--- src/rtl/div_sign_restore_pkg.sv ---
// Shared divider package: datapath width, controller state encoding and the
// signed-result payload carried out of the sign-restore stage.
package div_sign_restore_pkg;

  localparam int unsigned WIDTH = 32;

  // State encoding shared with the divider core's controller.
  localparam logic [2:0] IDLE     = 3'd0;
  localparam logic [2:0] WAIT_MAG = 3'd1;
  localparam logic [2:0] NEG_Q    = 3'd2;
  localparam logic [2:0] NEG_R    = 3'd3;
  localparam logic [2:0] DONE     = 3'd4;

  typedef struct packed {
    logic [WIDTH-1:0] quotient;
    logic [WIDTH-1:0] remainder;
    logic             exception;
  } result_t;

endpackage

--- src/rtl/div_sign_restore_if.sv ---
// Handshake/bus bundle between the divider front end, divider core,
// sign-restore stage and register-file writeback.
//   start/a_sign/b_sign/b_zero          : divide launch and operand flags
//   mag_valid/mag_quotient/mag_remainder: unsigned magnitudes from the core
//   result_valid/result_ready           : writeback handshake
//   quotient/remainder/exception/busy   : signed result and status
interface div_sign_restore_if #(
  parameter int unsigned W = div_sign_restore_pkg::WIDTH
);
  logic         start;
  logic         a_sign;
  logic         b_sign;
  logic         b_zero;
  logic         mag_valid;
  logic [W-1:0] mag_quotient;
  logic [W-1:0] mag_remainder;
  logic         result_ready;
  logic         result_valid;
  logic [W-1:0] quotient;
  logic [W-1:0] remainder;
  logic         exception;
  logic         busy;

  modport master (
    output start, a_sign, b_sign, b_zero,
    output mag_valid, mag_quotient, mag_remainder,
    output result_ready,
    input  result_valid, quotient, remainder, exception, busy
  );

  modport slave (
    input  start, a_sign, b_sign, b_zero,
    input  mag_valid, mag_quotient, mag_remainder,
    input  result_ready,
    output result_valid, quotient, remainder, exception, busy
  );
endinterface

--- src/rtl/div_sign_restore_negate32.sv ---
// Two's-complement negator: bitwise NOT followed by a carry-in-1 add of zero.
//   a : operand
//   y : ~a + 1 (modulo 2^W); 0 -> 0, 0x80000000 -> 0x80000000
module div_sign_restore_negate32 #(
  parameter int unsigned W = div_sign_restore_pkg::WIDTH
) (
  input  logic [W-1:0] a,
  output logic [W-1:0] y
);

  logic [W-1:0] a_n;
  logic [W:0]   carry;

  // With a zero second operand every generate term is 0, so the lookahead
  // carry into bit i is carry-in ANDed with all lower propagate bits.
  always_comb begin
    a_n      = ~a;
    carry    = '0;
    carry[0] = 1'b1;
    for (int i = 0; i < int'(W); i++) begin
      carry[i+1] = a_n[i] & carry[i];
    end
    y = a_n ^ carry[W-1:0];
  end

endmodule

--- src/rtl/div_sign_restore.sv ---
// Sign-restore post-stage of the multicycle signed divider.
//   clk   : rising-edge clock
//   rst_n : asynchronous active-low reset, clears all state and outputs
//   bus   : slave side of div_sign_restore_if (launch flags, magnitudes in,
//           registered signed result/exception/busy out under valid/ready)
module div_sign_restore
  import div_sign_restore_pkg::*;
(
  input  logic                    clk,
  input  logic                    rst_n,
  div_sign_restore_if.slave       bus
);

  logic [2:0]       state_q, state_d;
  logic             q_neg_q, q_neg_d;
  logic             r_neg_q, r_neg_d;
  logic [WIDTH-1:0] mag_q_q, mag_q_d;
  logic [WIDTH-1:0] mag_r_q, mag_r_d;
  result_t          res_q, res_d;
  logic             valid_q, valid_d;
  logic             busy_q, busy_d;
  logic [WIDTH-1:0] neg_in;
  logic [WIDTH-1:0] neg_out;
  logic             handshake;
  logic             take_start;

  // One negator shared by both sign-fix cycles.
  assign neg_in = (state_q == NEG_R) ? mag_r_q : mag_q_q;

  div_sign_restore_negate32 #(.W(WIDTH)) u_negate (
    .a (neg_in),
    .y (neg_out)
  );

  // State and registered-output storage.
  always_ff @(posedge clk or negedge rst_n) begin
    if (!rst_n) begin
      state_q <= IDLE;
      q_neg_q <= 1'b0;
      r_neg_q <= 1'b0;
      mag_q_q <= '0;
      mag_r_q <= '0;
      res_q   <= '0;
      valid_q <= 1'b0;
      busy_q  <= 1'b0;
    end else begin
      state_q <= state_d;
      q_neg_q <= q_neg_d;
      r_neg_q <= r_neg_d;
      mag_q_q <= mag_q_d;
      mag_r_q <= mag_r_d;
      res_q   <= res_d;
      valid_q <= valid_d;
      busy_q  <= busy_d;
    end
  end

  // Next-state and next-output logic.
  always_comb begin
    state_d    = state_q;
    q_neg_d    = q_neg_q;
    r_neg_d    = r_neg_q;
    mag_q_d    = mag_q_q;
    mag_r_d    = mag_r_q;
    res_d      = res_q;
    handshake  = valid_q & bus.result_ready;
    take_start = bus.start &
                 ((state_q == IDLE) | ((state_q == DONE) & handshake));

    case (state_q)
      IDLE: ;
      WAIT_MAG: begin
        if (bus.mag_valid) begin
          mag_q_d = bus.mag_quotient;
          mag_r_d = bus.mag_remainder;
          state_d = NEG_Q;
        end
      end
      NEG_Q: begin
        res_d.quotient  = q_neg_q ? neg_out : mag_q_q;
        // Positive quotient with the top bit set only arises from INT_MIN / -1.
        res_d.exception = ~q_neg_q & mag_q_q[WIDTH-1];
        state_d         = NEG_R;
      end
      NEG_R: begin
        res_d.remainder = r_neg_q ? neg_out : mag_r_q;
        state_d         = DONE;
      end
      DONE: begin
        if (handshake) state_d = IDLE;
      end
      default: state_d = IDLE;
    endcase

    // A start accepted in IDLE, or on the DONE handshake edge, overrides the above.
    if (take_start) begin
      q_neg_d = bus.a_sign ^ bus.b_sign;
      r_neg_d = bus.a_sign;
      if (bus.b_zero) begin
        state_d = DONE;
        res_d   = '{quotient: '0, remainder: '0, exception: 1'b1};
      end else begin
        state_d = WAIT_MAG;
      end
    end

    valid_d = (state_d == DONE);
    busy_d  = (state_d == WAIT_MAG) | (state_d == NEG_Q) | (state_d == NEG_R);
  end

  assign bus.result_valid = valid_q;
  assign bus.quotient     = res_q.quotient;
  assign bus.remainder    = res_q.remainder;
  assign bus.exception    = res_q.exception;
  assign bus.busy         = busy_q;

endmodule
--- src/flat_wrapper.sv ---
// flat-port wrapper written by rule: the top's interface ports become plain ports
module div_sign_restore_flat import div_sign_restore_pkg::*;
  (clk, rst_n, bus_start, bus_a_sign, bus_b_sign, bus_b_zero, bus_mag_valid, bus_mag_quotient, bus_mag_remainder, bus_result_ready, bus_result_valid, bus_quotient, bus_remainder, bus_exception, bus_busy);
  div_sign_restore_if bus_i ();
  input  logic clk;
  input  logic rst_n;
  input wire logic [$bits(bus_i.start)-1:0] bus_start;
  input wire logic [$bits(bus_i.a_sign)-1:0] bus_a_sign;
  input wire logic [$bits(bus_i.b_sign)-1:0] bus_b_sign;
  input wire logic [$bits(bus_i.b_zero)-1:0] bus_b_zero;
  input wire logic [$bits(bus_i.mag_valid)-1:0] bus_mag_valid;
  input wire logic [$bits(bus_i.mag_quotient)-1:0] bus_mag_quotient;
  input wire logic [$bits(bus_i.mag_remainder)-1:0] bus_mag_remainder;
  input wire logic [$bits(bus_i.result_ready)-1:0] bus_result_ready;
  output wire logic [$bits(bus_i.result_valid)-1:0] bus_result_valid;
  output wire logic [$bits(bus_i.quotient)-1:0] bus_quotient;
  output wire logic [$bits(bus_i.remainder)-1:0] bus_remainder;
  output wire logic [$bits(bus_i.exception)-1:0] bus_exception;
  output wire logic [$bits(bus_i.busy)-1:0] bus_busy;
  assign bus_i.start = bus_start;
  assign bus_i.a_sign = bus_a_sign;
  assign bus_i.b_sign = bus_b_sign;
  assign bus_i.b_zero = bus_b_zero;
  assign bus_i.mag_valid = bus_mag_valid;
  assign bus_i.mag_quotient = bus_mag_quotient;
  assign bus_i.mag_remainder = bus_mag_remainder;
  assign bus_i.result_ready = bus_result_ready;
  assign bus_result_valid = bus_i.result_valid;
  assign bus_quotient = bus_i.quotient;
  assign bus_remainder = bus_i.remainder;
  assign bus_exception = bus_i.exception;
  assign bus_busy = bus_i.busy;
  div_sign_restore u_core (.clk(clk), .rst_n(rst_n), .bus(bus_i));
endmodule
--- config.mk ---
export PLATFORM = sky130hd
export DESIGN_NAME = div_sign_restore_flat
export DESIGN_NICKNAME = d
export VERILOG_FILES = /design/src/rtl/div_sign_restore_pkg.sv /design/src/rtl/div_sign_restore_if.sv /design/src/rtl/div_sign_restore_negate32.sv /design/src/rtl/div_sign_restore.sv /design/src/flat_wrapper.sv
export SDC_FILE = /design/constraint.sdc
export NUM_CORES = 1
export LEC_CHECK = 0
export BUFFER_PORTS_ARGS = -buffer_cell sky130_fd_sc_hd__buf_2
export CAP_MARGIN = 20
export CORE_ASPECT_RATIO = 2
export CORE_MARGIN = 2
export CORE_UTILIZATION = 30
export DETAILED_ROUTE_END_ITERATION = 10
export PLACE_DENSITY_LB_ADDON = 0.12
export REMOVE_ABC_BUFFERS = 1
export SLEW_MARGIN = 20
export SYNTH_ARGS = -nofsm -noshare
export SYNTH_HDL_FRONTEND = slang
export SYNTH_SLANG_ARGS = --single-unit
--- constraint.sdc ---
create_clock -name clk -period 13.85 [get_ports clk]
set_clock_uncertainty 0.05 [all_clocks]
set_input_delay 1.385 -clock clk [delete_from_list [all_inputs] [get_ports clk]]
set_output_delay 1.385 -clock clk [all_outputs]
set_load 0.1 [all_outputs]
# ---- Word level (Yosys, flattened, before mapping)
# Cells that the tools add are included.
dict set report classes {
  eq_ne 8
  muxes 13
  n_bitwise 41
  n_reduce_logical 2
}
# op n
set ops {}
lappend ops {{$mux 32} 5}
lappend ops {{$mux 65} 2}
lappend ops {{$and 1x1->1} 34}
lappend ops {{$not 32->32} 1}
lappend ops {{$xor 32x32->32} 1}
lappend ops {{$pmux 3 s5} 1}
lappend ops {{$eq 3x2->1 const B} 4}
lappend ops {{$mux 3} 4}
lappend ops {{$eq 3x1->1 const B} 2}
lappend ops {{$eq 3x3->1 const B} 2}
lappend ops {{$logic_not 3->1} 1}
lappend ops {{$or 1x1->1} 3}
lappend ops {{$reduce_and 2->1} 1}
lappend ops {{$mux 1} 1}
lappend ops {{$not 1->1} 1}
lappend ops {{$xor 1x1->1} 1}
dict set report word_totals {
  regBits 136
  input_bits 72
  wordCells 74
}

# ---- Depth between registers and ports, before layout
dict set report depth {
  depth_word 38
  mapped_depth 38
  depth_no_buf 36
}

# ---- Cells and area by module
# Synthesis repeated with hierarchy kept, for this count alone.
dict set report hier_totals {
  cells_unflattened 551
  hier_area_um2 6854.1
}
# module n_inst cells_per_inst area_per_inst_um2 seq_area_each_um2
set modules_own_cells {}
lappend modules_own_cells {div_sign_restore 1 488 6346.1 3403.3}
lappend modules_own_cells {div_sign_restore_negate32 1 63 508.0 0.0}

# ---- Least setup slack after synthesis
# Ideal clock, no wire load.
dict set report synth_timing {
  path_kind {register -> register}
  from {register u_core.state_q[1]}
  to {register u_core.res_q, in the netlist u_core.bus.remainder[31]}
  setup_ns 0.137
  t_arrival_ns 7.168
  required_time_ns 13.663
  path_slack_ns 6.495
  stages_incl_launch_ff 39
  cell_sequence {dfrtp_1 -> buf_4 -> and3b_1 -> buf_2 -> buf_2 -> mux2i_1 -> ha_1 -> ha_1 -> ha_1 -> ha_1 -> ha_1 -> ha_1 -> ha_1 -> ha_1 -> ha_1 -> ha_1 -> ha_1 -> ha_1 -> (+3 left out) -> ha_1 -> ha_1 -> ha_1 -> ha_1 -> ha_1 -> ha_1 -> ha_1 -> ha_1 -> ha_1 -> ha_1 -> ha_1 -> ha_1 -> ha_1 -> ha_1 -> ha_1 -> nor2b_1 -> xnor2_1 -> a21oi_1}
}
# item line
set synth_rtl {}
lappend synth_rtl {{start: declaration} div_sign_restore.sv:14} ;# logic [2:0] state_q, state_d;
lappend synth_rtl {{start signal: assignment} div_sign_restore.sv:47} ;# state_q <= state_d;
lappend synth_rtl {{end signal: assignment} div_sign_restore.sv:52} ;# res_q <= res_d;
lappend synth_rtl {{end: declaration} div_sign_restore.sv:19} ;# result_t res_q, res_d;

==> results.yml <==
run_status:
  run_status: "completed"
clock_tree:
  cts_tree: "done"
  hold_buffers: 0
  clkLatencyLatePin_ps: 420
  clockRootBuffer: "clkbuf_16"
  ctsResizeCount: 0
  numCtsBuffers: 17
  post_cts.repair.setup_buffers: 0
  htree_levels: 4
  cts_sinks: 136
  cts.path.max_buffers: 2
  clk_pin_slew_ps: 60
sta:
  worst_pin_slew_ps: 950.3
  slew_headroom: 0.3665
  fmax_mhz: 124.3
  hold_viol: 0
  min_period_ps: 8045
  post-route-period-util: 0.5809
  fin_setup_tns_ps: 0
  setup_viol: 0
  maxSlewViolCount: 0
  grt_setup_unrepaired: "false"
finish:
  layout_commonest_cell: "buf_2"
  syn2layout_area_growth_pct: 23.18
  drive_gt1_frac: 0.3760
  num_antenna_cells: 0
  nets: 746
  final_cell_mix: "137 x buf_2, 134 x dfrtp_1, 92 x mux2i_1, 64 x mux2_2, 61 x nor2_1"
route:
  post_drt_wl_per_cell_um: 19.66
  num_vias: 4561
  via_per_inst: 4.904
  first_pass_iters: 4
  detail-route-antenna-nets: 0
  initialDrtViolationCount: 145
  wirelength_um: 18290
  drc: 0
worst_setup_path:
  critPathMaxStageDelay_ps: 600
  critPathCaptureType: "flop"
  worstSetupPathType: "flop to flop"
  slowest_stage: "dfrtp_1"
  critPathBufInv: 0
  critical_path_arrival_ps: 8320
  r2r_start: "u_core.state_q[1]$_DFF_PN0_"
  start_kind: "flop"
  startpoint: "u_core.state_q[1]$_DFF_PN0_"
  cp_common_cell: "ha_1"
  crit_fanout: 15
  worstPathRequired_ps: 14120
  critPathTopFamily: "adder cells"
min_path:
  min_path_type: "flop to flop"
  hold_start: "u_core.mag_r_q[0]$_DFFE_PN0P_"
logic_synthesis:
  yosysSeqAreaShare: 0.5154
  netlist_instances: 520
  avgSynthCellArea_um2: 12.70
  synth_largest_area_cell: "dfrtp_1"
  synth_seq_cells: 136
  synth.distinct_cells: 31
  ys_warn_count: 0
  ys_top_cells_by_area: "dfrtp_1 52%, mux2i_1 14%, mux2_2 11%, a211oi_1 6.8%, ha_1 5.7%"
  syn_area_um2: 6603
  synth_top_area_frac: 0.5154
run:
  max-cap-violations: 0
place:
  dp_hpwl_um: 12260
  portBuffers: 138
  gp_congestion: 0.7625
floorplanning:
  fp.dieH_um: 213.8
  boundaryPins: 139
  start_util: 0.3059
  row_count: 76
  chipWidth_um: 108.9
  dieArea_um2: 23280
  core-area_um2: 21590
grt:
  grt_start_max_net_pins: 79
  grt.total_usage: 0.1666
  grt_pass1_wl_um: 28440
  grt_pass1_vias: 5092
  grt_overflow: 0
  antenna_found_initial: 0
path summary, 6_finish.rpt:
check,end,slack (ps),cells after the start
max,u_core.bus.remainder[30]$_DFF_PN0_,5810,35
min,u_core.mag_r_q[0]$_DFFE_PN0P_,480,1
max reg2reg,u_core.bus.remainder[30]$_DFF_PN0_,5810,35
min reg2reg,u_core.mag_r_q[0]$_DFFE_PN0P_,480,1
max in group asynchronous,u_core.bus.quotient[21]$_DFF_PN0_,11700,2
min in group asynchronous,u_core.bus.quotient[0]$_DFF_PN0_,870,1
sequential cells by signal, indices dropped and copies added (netlist names):
register / count
u_core.bus.exception: 1
u_core.bus.result_valid: 1
u_core.bus.quotient: 32
u_core.state_q: 3
u_core.mag_q_q: 32
u_core.mag_r_q: 32
u_core.bus.remainder: 32
u_core.q_neg_q: 1
u_core.bus.busy: 1
u_core.r_neg_q: 1
cells in the mapped netlist:
| cell | instances |
|---|---|
| nor2_1 | 61 |
| nor3b_2 | 1 |
| a311o_1 | 1 |
| xnor2_1 | 4 |
| nand4bb_1 | 1 |
| or4b_4 | 1 |
| nor2b_1 | 3 |
| inv_1 | 2 |
| and3b_1 | 1 |
| mux2_4 | 1 |
| nor4b_2 | 1 |
| nand3b_1 | 1 |
| ha_1 | 30 |
| o31ai_1 | 2 |
| buf_4 | 9 |
| o22ai_1 | 3 |
| a21boi_0 | 2 |
| nor2_2 | 1 |
| a211oi_1 | 60 |
| dfrtp_1 | 136 |
| or2_2 | 1 |
| nor3b_1 | 1 |
| mux2_2 | 64 |
| clkbuf_1 | 5 |
| o21a_1 | 1 |
| nand2_1 | 2 |
| buf_2 | 25 |
| a21oi_1 | 6 |
| a21boi_4 | 1 |
| buf_1 | 1 |
| mux2i_1 | 92 |
per-layer routing:
metal	global-route usage	wire length (um)	part of all wire
met4	0.07339	490	0.027
met2	0.3033	10170	0.56
met3	0.03252	641	0.035
met5	0	0	0
met1	0.1837	6981	0.38
through the flow:
step / instance area, um2 / util / std cells / hold slack (ps) / setup slack [ps]
global route: 8133 / 0.3768 / 930 / 501.5 / 5350
floorplan: 6387 / - / 480 / 430.6 / 5137
global placement: 7502 / 0.3476 / 898 / 446.5 / 5861
finish: 8133 / 0.3768 / 930 / 479.7 / 5805
detailed placement: 7505 / 0.3477 / 898 / 463.6 / 5726
CTS: 8129 / 0.3766 / 930 / 476.7 / 5688
area by class of cell:
type	instances	area (um2)
fillers	2123	13450
flip-flops and latches	136	3408
multi-input cells	342	2998
repair buffers	145	753.2
clock buffers	24	481.7
well taps	273	341.6
clock inverters	8	142.6
inverters	2	7.507
cell families (layout without fill, tap and decap cells):
family / count (synthesis) / in the layout / share of synthesized area
AO/OA/AOI/OAI: 76 / 76 / 0.08565
AND/OR/NAND/NOR: 75 / 75 / 0.05211
buffers and inverters: 42 / 179 / 0.03373
multiplexers: 157 / 157 / 0.2509
adder cells (fa/ha/maj): 30 / 30 / 0.05685
flip-flops: 136 / 136 / 0.5154
XOR/XNOR: 4 / 4 / 0.005305
Power is left out: the tool's default activity adds up to more than one toggle a clock period on the data nets, which glitch-free logic cannot reach.
